--- config.mk ---
export PLATFORM = sky130hd
export DESIGN_NAME = ser_rx_fifo
export DESIGN_NICKNAME = d
export VERILOG_FILES = /design/src/rtl/ser_rx_fifo.sv
export SDC_FILE = /design/constraint.sdc
export NUM_CORES = 1
export LEC_CHECK = 0
export ABC_AREA = 1
export CORE_MARGIN = 10
export CORE_UTILIZATION = 63
export CTS_CLUSTER_DIAMETER = 120
export DETAILED_ROUTE_END_ITERATION = 10
export PLACE_DENSITY = 0.85
export SLEW_MARGIN = 20
export SYNTH_ARGS = -nofsm -noshare
export SYNTH_HDL_FRONTEND = slang
export SYNTH_SLANG_ARGS = --single-unit
--- constraint.sdc ---
create_clock -name clk -period 7.1 [get_ports clk]
set_clock_uncertainty 0.15 [all_clocks]
set_input_delay 1.42 -clock clk [delete_from_list [all_inputs] [get_ports clk]]
set_output_delay 1.42 -clock clk [all_outputs]
set_load 0.1 [all_outputs]
--- src/rtl/ser_rx_fifo.sv ---
`default_nettype none
// ============================================================================
// Module  : ser_rx_fifo
// Brief   : Framed multi-lane serial flit receiver with even-parity check and
//           a DEPTH-entry FIFO drained by a valid/item_read handshake.
// Rev     : 1.0
// ============================================================================
module ser_rx_fifo #(
    parameter int DATA_W = 16,
    parameter int LANES  = 1,
    parameter int DEPTH  = 4,
    parameter     port   = "unknown"
) (
    input  logic              clk,
    input  logic              reset,
    input  logic [LANES-1:0]  serial_in,
    input  logic              item_read,
    output logic              valid,
    output logic [DATA_W-1:0] parallel_out,
    output logic              channel_busy,
    output logic              perr,
    output logic              ovf,
    output logic [7:0]        err_count
);

    localparam int c_BEATS = DATA_W / LANES;
    localparam int c_CNT_W = (c_BEATS > 1) ? $clog2(c_BEATS) : 1;
    localparam int c_PTR_W = $clog2(DEPTH);
    localparam logic [c_CNT_W-1:0] c_LAST_BEAT = c_CNT_W'(c_BEATS - 1);
    localparam logic [c_PTR_W:0]   c_FULL      = (c_PTR_W + 1)'(DEPTH);

    typedef enum logic [1:0] {
        S_IDLE = 2'd0,
        S_DATA = 2'd1,
        S_STOP = 2'd2
    } state_t;

    state_t              r_state;
    logic [c_CNT_W-1:0]  r_beat;
    logic [DATA_W-1:0]   r_shift;
    logic [DATA_W-1:0]   r_mem [DEPTH];
    logic [c_PTR_W-1:0]  r_wr_ptr;
    logic [c_PTR_W-1:0]  r_rd_ptr;
    logic [c_PTR_W:0]    r_count;
    logic                r_perr;
    logic                r_ovf;
    logic [7:0]          r_err_count;

    logic [DATA_W-1:0]   w_shift_next;
    logic                w_full;
    logic                w_parity_ok;
    logic                w_push;
    logic                w_pop;
    logic                w_err_event;
    logic                w_unused_port;

    // Label exists only for simulation messages; keep it referenced.
    assign w_unused_port = ^port;

    // Later beats enter at the top so the first beat ends up in the LSBs.
    generate
        if (c_BEATS == 1) begin : g_single_beat
            assign w_shift_next = serial_in;
        end else begin : g_multi_beat
            assign w_shift_next = {serial_in, r_shift[DATA_W-1:LANES]};
        end
    endgenerate

    assign w_full      = (r_count == c_FULL);
    assign w_parity_ok = ((^r_shift) == serial_in[0]);
    assign w_push      = (r_state == S_STOP) && w_parity_ok;
    assign w_pop       = item_read && valid;
    assign w_err_event = ((r_state == S_IDLE) && serial_in[0] && w_full) ||
                         ((r_state == S_STOP) && !w_parity_ok);

    always_ff @(posedge clk or posedge reset) begin
        if (reset) begin
            r_state     <= S_IDLE;
            r_beat      <= '0;
            r_shift     <= '0;
            r_perr      <= 1'b0;
            r_ovf       <= 1'b0;
            r_err_count <= 8'd0;
        end else begin
            r_perr <= 1'b0;
            r_ovf  <= 1'b0;
            case (r_state)
                S_IDLE: begin
                    if (serial_in[0]) begin
                        if (w_full) begin
                            r_ovf <= 1'b1;
                        end else begin
                            r_state <= S_DATA;
                            r_beat  <= '0;
                        end
                    end
                end
                S_DATA: begin
                    r_shift <= w_shift_next;
                    r_beat  <= r_beat + 1'b1;
                    if (r_beat == c_LAST_BEAT) begin
                        r_state <= S_STOP;
                    end
                end
                S_STOP: begin
                    r_perr  <= !w_parity_ok;
                    r_state <= S_IDLE;
                end
                default: r_state <= S_IDLE;
            endcase
            if (w_err_event && (r_err_count != 8'hFF)) begin
                r_err_count <= r_err_count + 8'd1;
            end
        end
    end

    always_ff @(posedge clk or posedge reset) begin
        if (reset) begin
            r_wr_ptr <= '0;
            r_rd_ptr <= '0;
            r_count  <= '0;
        end else begin
            if (w_push) begin
                r_wr_ptr <= r_wr_ptr + 1'b1;
            end
            if (w_pop) begin
                r_rd_ptr <= r_rd_ptr + 1'b1;
            end
            case ({w_push, w_pop})
                2'b10:   r_count <= r_count + 1'b1;
                2'b01:   r_count <= r_count - 1'b1;
                default: r_count <= r_count;
            endcase
        end
    end

    // Storage needs no reset: the head is masked to zero while empty.
    always_ff @(posedge clk) begin
        if (w_push) begin
            r_mem[r_wr_ptr] <= r_shift;
        end
    end

    assign valid        = (r_count != '0);
    assign parallel_out = valid ? r_mem[r_rd_ptr] : '0;
    assign channel_busy = (r_state != S_IDLE) || w_full;
    assign perr         = r_perr;
    assign ovf          = r_ovf;
    assign err_count    = r_err_count;

endmodule
`default_nettype wire

Yosys cells after proc, flatten, opt, wreduce, memory -nomap -nowiden
Memories as Yosys holds them, arrays and structs flattened.
Cells that the tools add are included.
Storage, ports and cells
  register bits after elaboration: 39
  latch bits: 0
  RAM bits: 64
  memory bits (read-only): 0
  input port bits: 4
  output and inout port bits: 28
  logic and storage cells: 59
  memories kept: 1
Memories
  r_mem: depth 4, bits a word 16, rd ports 1, clocked after Yosys merged registers in 0, wr ports 1, RTL line 41  | logic [DATA_W-1:0] r_mem [DEPTH];
Operators by class
  $add $sub $neg: 6
  $mul: 0
  divide/modulo/power cells: 0
  $lt $le $gt $ge: 0
  equal/unequal tests: 11
  shifts and indexed selects: 0
  multiplexer cells: 15
  bitwise logic cells: 0
  reduce and logical (&&, ||, !) cells: 17
Operators by type and width (number)
  16-bit 2-to-1 mux: 1
  16-bit parity: 1
  8-bit by 1-bit adder with 8-bit output, second input constant: 1
  4-bit 2-to-1 mux: 2
  8-bit inequality test, second input constant: 1
  4-bit one-hot mux with 2 select lines: 1
  1-bit logical AND: 6
  1-bit 2-to-1 mux: 6
  2-bit 2-to-1 mux: 3
  2-bit inequality test, second input constant: 3
  3-bit one-hot mux with 2 select lines: 1
  3-bit AND reduction: 2
  2-bit nonzero test: 3
  2-bit by 1-bit adder with 2-bit output, second input constant: 2
  4-bit by 1-bit adder with 4-bit output, second input constant: 1
  2-bit by 1-bit == test with 1-bit output, second input constant: 2
  2-bit == test, second input constant: 2
  4-bit == test, second input constant: 1
  2-bit one-hot mux with 2 select lines: 1
  3-bit by 1-bit adder with 3-bit output, second input constant: 1
  3-bit == test, second input constant: 1
  3-bit nonzero test: 1
  3-bit by 1-bit subtractor with 3-bit output, second input constant: 1
  2-bit zero test: 1
  other kinds (3): 4

Longest topological paths before layout
Gate-level depths: netlist of the first run.
  depth after elaboration: 6
  gate-level depth with buffers: 18
  depth with buffers taken out: 18

Worst setup path before layout of the first run
OpenSTA, ideal clock, no wires.
  path kind: reg-to-output
  start point: reg r_rd_ptr[0]
  end point: out parallel_out[6]
  arrival time: 2527 ps
  data required time: 5530 ps
  setup slack: 3003 ps
  stages on the path, launching flop included: 7
  path buffers: 2
  cell sequence: dfrtp_1 clkbuf_1 clkbuf_1 nor2_1 nor2_1 o21ai_0 a21oi_1
On the way
  word-level cells in the longest chain between the ends: 2
Ends and longest elaborated chain
  from (decl): RTL line 43  | logic [c_PTR_W-1:0] r_rd_ptr;
  from (signal assigned): RTL line 127  | r_rd_ptr <= r_rd_ptr + 1'b1;
  memory 4 x 16 bit
  16-bit 2-to-1 mux: RTL line 145  | assign parallel_out = valid ? r_mem[r_rd_ptr] : '0;
  to (decl): RTL line 19  | output logic [DATA_W-1:0] parallel_out,
Every way passes these cells.

Worst setup path after layout of the first run
  start point: reg r_rd_ptr[1]
  end point: out parallel_out[1]
The elaborated chain is that of the path after synthesis.

==> summary.txt, run 1 <==
CTS
  • Post-CTS sizing: 0
  • Post-CTS Hold Buffers: 0
  • Clk Latency, worst-skew pair: 0.37 ns
  • Post CTS Setup Buffer Count: 0
  • CTS Sinks: ~100
  • Clock tree buffer depth: 2
  • Clock Pin Slew Worst Setup and Hold Paths: ~0.1 ns
  • Clock root buffer: clkbuf_8
  • CTS Buf Count: 9
  • CTS tree: yes
  • Htree depth: 3

Worst setup path
  • WP data arrival: 3.28 ns
  • CP Class: reg -> out
  • CP Capture Type: output pin
  • Data required, critical path: 5.53 ns
  • Reg2Reg Depth: 18
  • CP max FO: 18
  • Startpoint types: flip-flop

Synthesis
  • Post-synth EDFFs: 64
  • Unique masters post-synth: 23
  • Warnings from Yosys: 0
  • Synth Instances: 455
  • Post-Syn Area: around 4600 um^2
  • Synth Register Bits: 103
  • Most used DFF post-synth: edfxtp_1
  • Count leader, synth: nand2_1
  • Post-Syn Area per Cell: 10.01 um^2
  • Syn Nets: 467
  • Synth area leader: edfxtp_1
  • Asr flop ratio synth: 0.3786
  • Area share of the leading cell type in the synthesized netlist: 0.4221
  • Synth top area cells: edfxtp_1 42%, dfrtp_1 21%, nand2_1 8.2%, nor2_1 6.8%, o21ai_0 4.6%
  • Synth top cells by count: 100 x nand2_1, 83 x nor2_1, 64 x edfxtp_1
  • Seq/Total Area, Yosys: 0.6364

Outcome
  • Status: finished clean

Routing
  • Vias: between 3,000 and 4,000
  • DR pass1 iterations: 5
  • Avg WL per Cell: 15.45 um
  • WL final: a little over 9000 um
  • Iter 0 DRT Violations: around 190
  • Routed Antenna Nets: 0
  • Remaining DRCs: 0
  • Vias per std cell: 5.379

Die
  • Die Ht: 105.0 um
  • Rows: 30
  • Starting Density: 0.6592
  • IO Pins: 32
  • Die width: 105.0 um
  • Die Area: 11,030 um^2
  • Core Region: 6907 um^2

Global route
  • First-pass GRT wire length: between 15,000 and 20,000 um
  • GR Layer Usage met1: 0.2084
  • Overall Global Routing Usage: 0.1703
  • Largest net degree at the start of global routing: 40
  • Vias in the first global route: 3,211
  • Grt met2 use: 0.2843
  • GR Overflow Total: 0
  • Initial antenna violation count: 0
  • M3 GR Usage: 0.04300
  • Top Usage Layer GRT: met2

STA
  • Slew margin rel.: 0.3067
  • Worst-Margin Slew: 1.040 ns
  • Final min period: 4.848 ns
  • Setup violators final: 0
  • Final hold vios: 0
  • Share of the clock period used by the worst path: 0.6829
  • RSZ-0062 raised after global routing: no
  • Max-slew violation count: 0
  • F_max: 0.2063 GHz
  • Setup TNS: 0 ns

Placed design
  • Routability cong.: 0.7906
  • Detailed placer's ending HPWL: 5955 um
  • Port bufs: 31
  • DP Area: about 5000 um^2

Final layout
  • Design area: 5152 um^2
  • Ratio of cells with drive above 1 in the final layout: 0.06897
  • Nets: 500
  • P&R area growth vs syn: 13.16%
  • Diodes inserted: 0

Hold path
  • Hold Path Cell Cnt: 1
  • Min-Delay Path Class: reg -> reg

Flow run
  • Max cap viols: 0
sequential cells by signal, summed over array words and instances (netlist names):
signal	count
r_count	3
perr	1
r_beat	4
r_wr_ptr	2
r_rd_ptr	2
ovf	1
r_mem	64
err_count	8
r_shift	16
r_state	2
critical path: stages (launching register included):
cell,delay (ns)
dfrtp_1,0.75
inv_1,0.46
nor2_1,0.24
o21ai_0,0.12
a21oi_1,0.18
clkdlybuf4s50_1,1.16
final timing paths:
| check | end | from | slack (ns) |
|---|---|---|---|
| max | parallel_out[1] | r_rd_ptr[1] | 2.25 |
| min | r_beat[0] | r_beat[0] | 0.37 |
| max reg2reg | r_count[2] | r_shift[11] | 4.31 |
| min reg2reg | r_beat[0] | r_beat[0] | 0.37 |
| max in group asynchronous | r_shift[7] | reset | 5.14 |
| min in group asynchronous | r_shift[12] | reset | 1.32 |
metal layers:
metal / share of wire / routed length (um)
met5: 0 / 0
met4: 0.013 / 117
met3: 0.044 / 398
met2: 0.49 / 4494
met1: 0.45 / 4088
kinds of logic after synthesis:
logic type               count (synthesis)  share of synthesized area
AND/OR/NAND/NOR                        209                     0.1866
flip-flops                             103                     0.6364
AO/OA/AOI/OAI                           65                    0.07227
buffers and inverters                   49                    0.04067
XOR/XNOR                                21                    0.04040
adder cells (fa/ha/maj)                  8                    0.02363
per-stage QoR:
stage	util	hold slack, ns	setup slack, ns	cells
2_1_floorplan	-	0.3206	3.003	455
3_3_place_gp	0.7199	0.3452	2.738	573
3_5_place_dp	0.7199	0.3548	2.668	573
4_1_cts	0.7460	0.3761	2.200	589
5_1_grt	0.7460	0.3986	1.987	589
6_report	0.7460	0.3716	2.252	589
cell type report:
class | count | area, um^2
inverters | 35 | 131.4
repair buffers | 36 | 347.8
flip-flops and latches | 103 | 2898
well taps | 96 | 120.1
clock inverters | 7 | 56.30
fillers | 485 | 1754
multi-input cells | 303 | 1475
clock buffers | 9 | 123.9
cells in the final DEF (no fill, tap or decap), types with 2 or more instances in the layout:
| cell | count |
|---|---|
| nand2_1 | 100 |
| nor2_1 | 81 |
| edfxtp_1 | 64 |
| o21ai_0 | 42 |
| dfrtp_1 | 39 |
| inv_1 | 32 |
| clkdlybuf4s50_1 | 31 |
| a21oi_1 | 20 |
| nand3_1 | 15 |
| xor2_1 | 13 |
| clkbuf_8 | 9 |
| xnor2_1 | 8 |
| ha_1 | 7 |
| buf_4 | 5 |
| inv_2 | 3 |
| nand2_2 | 3 |
| nor3_1 | 2 |
| o21ai_1 | 2 |
| nand3_2 | 2 |
| nor2_2 | 2 |
| nand2_4 | 2 |
| inv_8 | 2 |
| clkinv_2 | 2 |
| clkinvlp_4 | 2 |
Power of run 1 is left out: the tool's default activity adds up to more than one toggle a clock period on the data nets, which glitch-free logic cannot reach.
==> run 2: changes to the inputs <==
--- a/config.mk
+++ b/config.mk
@@ -7,10 +7,10 @@
 export LEC_CHECK = 0
 export ABC_AREA = 1
 export CORE_MARGIN = 10
-export CORE_UTILIZATION = 63
+export CORE_UTILIZATION = 58
 export CTS_CLUSTER_DIAMETER = 120
 export DETAILED_ROUTE_END_ITERATION = 10
-export PLACE_DENSITY = 0.85
+export PLACE_DENSITY = 0.79
 export SLEW_MARGIN = 20
 export SYNTH_ARGS = -nofsm -noshare
 export SYNTH_HDL_FRONTEND = slang
==> constraint.sdc (replaced) <==
create_clock -name clk -period 4.81 [get_ports clk]
set_clock_uncertainty 0.15 [all_clocks]
set_input_delay 0.962 -clock clk [delete_from_list [all_inputs] [get_ports clk]]
set_output_delay 0.962 -clock clk [all_outputs]
set_load 0.1 [all_outputs]
==> run 2 against run 1 <==
Sequential share of layout area increased by 0.093 points. Wire length decreased by 2.7%. Global-route usage fell by 1.4 points. Final cell count grew 1.4%. Worst setup slack got worse by 1.0 ns. Utilization fell by 7.7 points. Non-clock buffer count up 2. Critical endpoint is now parallel_out[8]. Highest routed layer unchanged.
==> summary.txt, run 2 (synthesized netlist as in run 1, its figures left out) <==
Outcome
  • Status: finished clean (unchanged)

Final layout
  • Most common cell after layout, fill and taps aside: nand2_1 (unchanged)
  • Layout filler cell count: 597 (was 485)
  • P&R area growth vs syn: 13.03% (was 13.16%)
  • Max reg flops: 64 (unchanged)
  • Largest register by flop count: r_mem (unchanged)
  • Diodes inserted: 0 (unchanged)
  • Nets: 502 (was 500)
  • Most frequent cells in the layout: 100 x nand2_1, 83 x nor2_1, 64 x edfxtp_1, 42 x o21ai_0, 38 x dfrtp_1 (was 100 x nand2_1, 81 x nor2_1, 64 x edfxtp_1, 42 x o21ai_0, 39 x dfrtp_1)
  • Ratio of cells with drive above 1 in the final layout: 0.1010 (was 0.06897)

Worst setup path
  • Data required, critical path: 3.70 ns (was 5.53 ns)
  • CP max FO: 18 (unchanged)
  • Worst flop-to-flop path startpoint: r_shift[11] (unchanged)
  • WP data arrival: 2.47 ns (was 3.28 ns)
  • Setup slack, reg-to-reg: 2.06 ns (was 4.31 ns)
  • CP Capture Type: output pin (unchanged)
  • Termination of the worst setup path: parallel_out[8] (was parallel_out[1])
  • Startpoint types: flip-flop (unchanged)
  • Reg2Reg Depth: 18 (unchanged)
  • Critical Path Source: r_rd_ptr[1] (unchanged)
  • RR Endpoint: r_count[2] (unchanged)
  • CP Class: reg -> out (unchanged)

Global route
  • First-pass GRT wire length: 14,580 um (was 15,350 um)
  • Initial antenna violation count: 0 (unchanged)
  • Largest net degree at the start of global routing: 35 (was 40)
  • Vias in the first global route: 3,116 (was 3,211)
  • GR Overflow Total: 0 (unchanged)
  • Overall Global Routing Usage: 0.1566 (was 0.1703)

STA
  • RSZ-0062 raised after global routing: no (unchanged)
  • F_max: 0.2789 GHz
  • WHS: 0.3713 ns (was 0.3716 ns)
  • Setup violators final: 0 (unchanged)
  • Setup TNS: 0 ns (unchanged)
  • Max-slew violation count: 0 (unchanged)
  • Final hold vios: 0 (unchanged)
  • Slew margin rel.: 0.3477 (was 0.3067)
  • Worst-Margin Slew: 0.9754 ns (was 1.040 ns)
  • Final min period: 3.585 ns
  • Share of the clock period used by the worst path: 0.7454

Flow run
  • Max cap viols: 0 (unchanged)

Die
  • IO Pins: 32 (unchanged)
  • Die Area: 11,790 um^2 (was 11,030 um^2)
  • Die Ht: 108.6 um (was 105.0 um)
  • Die width: 108.6 um (was 105.0 um)
  • Rows: 32 (was 30)
  • Starting Density: 0.5923 (was 0.6592)
  • Core Region: 7687 um^2 (was 6907 um^2)

Placed design
  • Detailed placer's ending HPWL: 5692 um (was 5955 um)
  • Routability cong.: 0.7859 (was 0.7906)
  • Port bufs: 31 (unchanged)

CTS
  • CTS Buf Count: 9 (unchanged)
  • Post-CTS Hold Buffers: 0 (unchanged)
  • Clock Pin Slew Worst Setup and Hold Paths: 0.10 ns (about the same)
  • Clock root buffer: clkbuf_8 (unchanged)
  • Post-CTS sizing: 0 (unchanged)
  • Clock tree buffer depth: 2 (unchanged)
  • CTS tree: yes (unchanged)
  • Htree depth: 3 (unchanged)
  • Post CTS Setup Buffer Count: 0 (unchanged)
  • Clk Latency, worst-skew pair: 0.37 ns (about the same)
  • CTS Sinks: 103 (unchanged)

Routing
  • WL final: 8856 um (was 9099 um)
  • Vias: 3,152 (was 3,168)
  • Remaining DRCs: 0 (unchanged)
  • Iter 0 DRT Violations: 182 (was 185)
  • Avg WL per Cell: 14.83 um (was 15.45 um)
  • Routed Antenna Nets: 0 (unchanged)
  • DR pass1 iterations: 4 (was 5)
  • Vias per std cell: 5.280 (was 5.379)

Hold path
  • Min-Delay Path Class: reg -> reg (unchanged)
-- run 2: changes by cell type in the layout (fill, tap and decap cells not counted) --
cell             change
dfrtp_2              +1
nor2_2               -2
inv_6                +1
bufinv_16            +1
buf_4               +18
clkinv_4             -1
clkdlybuf4s50_1     -16
clkinvlp_4           -1
dfrtp_1              -1
nor2_1               +2
inv_8                -1
clkbuf_1             +1
-- run 2: routing by layer --
| metal | global-route usage | vias to the layer above | routed length [um] |
|---|---|---|---|
| met5 | 0 | - | 0 |
| met3 | 0.03510 | 10 | 586 |
| met4 | 0.06968 | 0 | 122 |
| met1 | 0.1972 | 1511 | 3778 |
| met2 | 0.2539 | 72 | 4368 |
| li1 | - | 1559 | - |
-- run 2: worst min-delay path by stage --
| stage | startpoint | to | slack [ns] | cells after the start |
|---|---|---|---|---|
| after floorplan | r_beat[0] | r_beat[0] | 0.32 | 1 |
| after global placement | r_beat[0] | r_beat[0] | 0.34 | 1 |
| after detailed placement | r_beat[0] | r_beat[0] | 0.35 | 1 |
| after CTS | r_beat[0] | r_beat[0] | 0.38 | 1 |
| after global routing | r_beat[0] | r_beat[0] | 0.41 | 1 |
| final | r_beat[0] | r_beat[0] | 0.37 | 1 |
-- run 2: final cells by class --
| class | count | area, um^2 | area share |
|---|---|---|---|
| Clock inverter | 6 | 67.56 | 0.01313 |
| Sequential cell | 103 | 2899 | 0.5633 |
| Timing Repair Buffer | 38 | 322.8 | 0.06273 |
| Tap cell | 102 | 127.6 | 0.02480 |
| Inverter | 35 | 131.4 | 0.02553 |
| Multi-Input combinational cell | 303 | 1470 | 0.2857 |
| Clock buffer | 10 | 127.6 | 0.02480 |
-- run 2: stage by stage --
| step | std cells | worst slack, ns | area (um^2) | util |
|---|---|---|---|---|
| 3_5_place_dp | 581 | 1.402 | 4950 | 0.6439 |
| 4_1_cts | 597 | 1.009 | 5145 | 0.6693 |
| 2_1_floorplan | 455 | 1.171 | 4553 | - |
| 6_report | 597 | 1.225 | 5146 | 0.6694 |
| 3_3_place_gp | 581 | 1.480 | 4950 | 0.6439 |
| 5_1_grt | 597 | 1.015 | 5146 | 0.6694 |
-- run 2: worst max-delay path, stage by stage, from the launching register on --
cell	delay, ns
dfrtp_1	0.80
inv_1	0.50
nor2_1	0.19
o21ai_0	0.10
a21oi_1	0.20
buf_4	0.32
Power of run 2 is left out for the same reason.
==> run 3: changes to the inputs <==
--- a/config.mk
+++ b/config.mk
@@ -7,10 +7,10 @@
 export LEC_CHECK = 0
 export ABC_AREA = 1
 export CORE_MARGIN = 10
-export CORE_UTILIZATION = 58
+export CORE_UTILIZATION = 53
 export CTS_CLUSTER_DIAMETER = 120
 export DETAILED_ROUTE_END_ITERATION = 10
-export PLACE_DENSITY = 0.79
+export PLACE_DENSITY = 0.76
 export SLEW_MARGIN = 20
 export SYNTH_ARGS = -nofsm -noshare
 export SYNTH_HDL_FRONTEND = slang
==> constraint.sdc (replaced) <==
create_clock -name clk -period 3 [get_ports clk]
set_clock_uncertainty 0.15 [all_clocks]
set_input_delay 0.6 -clock clk [delete_from_list [all_inputs] [get_ports clk]]
set_output_delay 0.6 -clock clk [all_outputs]
set_load 0.1 [all_outputs]
==> run 3 against run 2 <==
Via count shrank 0.86%. Worst setup slack lost 0.92 ns. Utilization shrank 1.7 points.
==> summary.txt, run 3 (synthesized netlist as in run 1, its figures left out) <==
Outcome
  • Status: finished clean (unchanged)

Worst setup path
  • RR Endpoint: r_count[2] (unchanged)
  • Worst flop-to-flop path startpoint: r_shift[12] (was r_shift[11])
  • Critical path cell sequence: inv_1, nand2_1, nand2_1, nand2_1, nand2_1, nand2_1, nand2_1, nand2_1, nand2_1, nand2_2, nand2_1, nand2_2, ha_1, inv_1, fa_1, a21oi_1, o21ai_0, xor2_1 (was inv_1, nor2_1, o21ai_0, a21oi_1, buf_4)
  • CP most frequent cell: nand2_1
  • Slowest CP cell: dfrtp_1 (unchanged)
  • CP Capture Type: flip-flop (was output pin)
  • Reg2Reg Depth: 18 (unchanged)
  • CP bufs+invs: 2 (unchanged)
  • Slowest stage delay, CP: 0.52 ns (was 0.80 ns)
  • CP max FO: 8 (was 18)
  • Data required, critical path: 3.10 ns (was 3.70 ns)
  • CP top delay family: simple AND/OR/NAND/NOR gates (was buffers and inverters)
  • Startpoint types: flip-flop (unchanged)
  • WP data arrival: 2.79 ns (was 2.47 ns)
  • Setup slack, reg-to-reg: 0.31 ns (was 2.06 ns)
  • CP Class: reg -> reg (was reg -> out)

STA
  • F_max: 0.3711 GHz
  • Share of the clock period used by the worst path: 0.8981
  • Worst-Margin Slew: 0.5728 ns (was 0.9754 ns)
  • Slew margin rel.: 0.6177 (was 0.3477)
  • Max-slew violation count: 0 (unchanged)
  • Setup violators final: 0 (unchanged)
  • Setup TNS: 0 ns (unchanged)
  • RSZ-0062 raised after global routing: no (unchanged)
  • Final hold vios: 0 (unchanged)
  • Final min period: 2.694 ns

CTS
  • CTS Buf Count: 9 (unchanged)
  • Htree depth: 3 (unchanged)
  • Post-CTS Hold Buffers: 0 (unchanged)
  • Post-CTS sizing: 0 (unchanged)
  • Clock Pin Slew Worst Setup and Hold Paths: 0.10 ns (about the same)
  • CTS Sinks: 103 (unchanged)
  • Post CTS Setup Buffer Count: 0 (unchanged)
  • Clk Latency, worst-skew pair: 0.37 ns (about the same)
  • Clock root buffer: clkbuf_8 (unchanged)
  • Clock tree buffer depth: 2 (unchanged)
  • CTS tree: yes (unchanged)

Die
  • Die width: 112.7 um (was 108.6 um)
  • IO Pins: 32 (unchanged)
  • Starting Density: 0.5486 (was 0.5923)
  • Die Area: 12,700 um^2 (was 11,790 um^2)
  • Die Ht: 112.7 um (was 108.6 um)
  • Core Region: 8299 um^2 (was 7687 um^2)
  • Rows: 33 (was 32)

Final layout
  • Layout filler cell count: 630 (was 597)
  • Diodes inserted: 0 (unchanged)
  • Largest register by flop count: r_mem (unchanged)
  • Ratio of cells with drive above 1 in the final layout: 0.1623 (was 0.1010)
  • P&R area growth vs syn: 18.99% (was 13.03%)
  • Max reg flops: 64 (unchanged)
  • Most common cell after layout, fill and taps aside: nand2_1 (unchanged)
  • Nets: 506 (was 502)
  • Most frequent cells in the layout: 100 x nand2_1, 83 x nor2_1, 64 x edfxtp_1, 42 x o21ai_0, 39 x dfrtp_1 (was 100 x nand2_1, 83 x nor2_1, 64 x edfxtp_1, 42 x o21ai_0, 38 x dfrtp_1)

Placed design
  • Detailed placer's ending HPWL: 6006 um (was 5692 um)
  • Routability cong.: 0.7834 (was 0.7859)
  • Port bufs: 31 (unchanged)

Routing
  • Avg WL per Cell: 14.68 um (was 14.83 um)
  • Iter 0 DRT Violations: 174 (was 182)
  • WL final: 8869 um (was 8856 um)
  • Remaining DRCs: 0 (unchanged)
  • DR pass1 iterations: 4 (unchanged)
  • Vias per std cell: 5.174 (was 5.280)
  • Routed Antenna Nets: 0 (unchanged)
  • Vias: 3,125 (was 3,152)

Global route
  • Initial antenna violation count: 0 (unchanged)
  • Vias in the first global route: 3,121 (was 3,116)
  • GR Overflow Total: 0 (unchanged)
  • Largest net degree at the start of global routing: 39 (was 35)
  • Overall Global Routing Usage: 0.1429 (was 0.1566)
  • First-pass GRT wire length: 14,990 um (was 14,580 um)

Flow run
  • Max cap viols: 0 (unchanged)

Hold path
  • Min-Delay Path Class: in -> async (was reg -> reg)
run 3: changes by cell type in the layout (fill, tap and decap cells not counted), sizes merged:
cell	previous run	this run
buf	23	39
clkdlybuf4s50	15	3
inv	37	41
bufinv	1	0
clkbuf	10	9
clkinv	2	1
clkinvlp	1	0
run 3: final cells by class:
| cell class | instances | area, um^2 | share of cell area |
|---|---|---|---|
| Inverter | 35 | 131.4 | 0.02425 |
| Clock inverter | 7 | 61.31 | 0.01132 |
| Sequential cell | 103 | 2898 | 0.5349 |
| Timing Repair Buffer | 42 | 535.5 | 0.09885 |
| Multi-Input combinational cell | 303 | 1536 | 0.2836 |
| Tap cell | 105 | 131.4 | 0.02425 |
| Clock buffer | 9 | 123.9 | 0.02286 |
run 3: worst reg2reg max path, cell delays in order (launching register included):
cell	delay [ns]
dfrtp_1	0.52
inv_1	0.12
nand2_1	0.08
nand2_1	0.05
nand2_1	0.09
nand2_1	0.06
nand2_1	0.08
nand2_1	0.05
nand2_1	0.09
nand2_1	0.08
nand2_2	0.08
nand2_1	0.06
nand2_2	0.06
ha_1	0.14
inv_1	0.07
fa_1	0.38
a21oi_1	0.16
o21ai_0	0.12
xor2_1	0.15
run 3: worst max-delay path by stage:
stage / from / end / slack (ns) / cells past startpoint
after global placement: serial_in / r_count[2] / 0.14 / 15
after floorplan: r_count[1] / r_count[1] / 0.27 / 8
after global routing: r_shift[12] / r_count[2] / 0.16 / 18
final: r_shift[12] / r_count[2] / 0.31 / 18
after CTS: r_shift[12] / r_count[2] / 0.36 / 18
after detailed placement: serial_in / r_count[2] / 0.04 / 15
run 3: per-layer routing:
layer | vias to the layer above | GRT usage | wire length, um
li1 | 1567 | - | -
met1 | 1478 | 0.1800 | 4038
met2 | 66 | 0.2339 | 4291
met3 | 14 | 0.02875 | 382
met4 | 0 | 0.05922 | 157
met5 | - | 0 | 0
run 3: metrics by stage:
| stage | cells | cell area, um^2 | hold WS [ns] | setup slack, ns | util |
|---|---|---|---|---|---|
| floorplan | 455 | 4613 | 0.3206 | 0.2692 | - |
| global placement | 588 | 5233 | 0.3432 | 0.1444 | 0.6305 |
| detailed placement | 588 | 5233 | 0.3535 | 0.03742 | 0.6305 |
| CTS | 604 | 5418 | 0.1990 | 0.3609 | 0.6528 |
| global route | 604 | 5418 | 0.2458 | 0.1632 | 0.6528 |
| finish | 604 | 5418 | 0.2082 | 0.3056 | 0.6528 |
Power of run 3 is left out for the same reason.
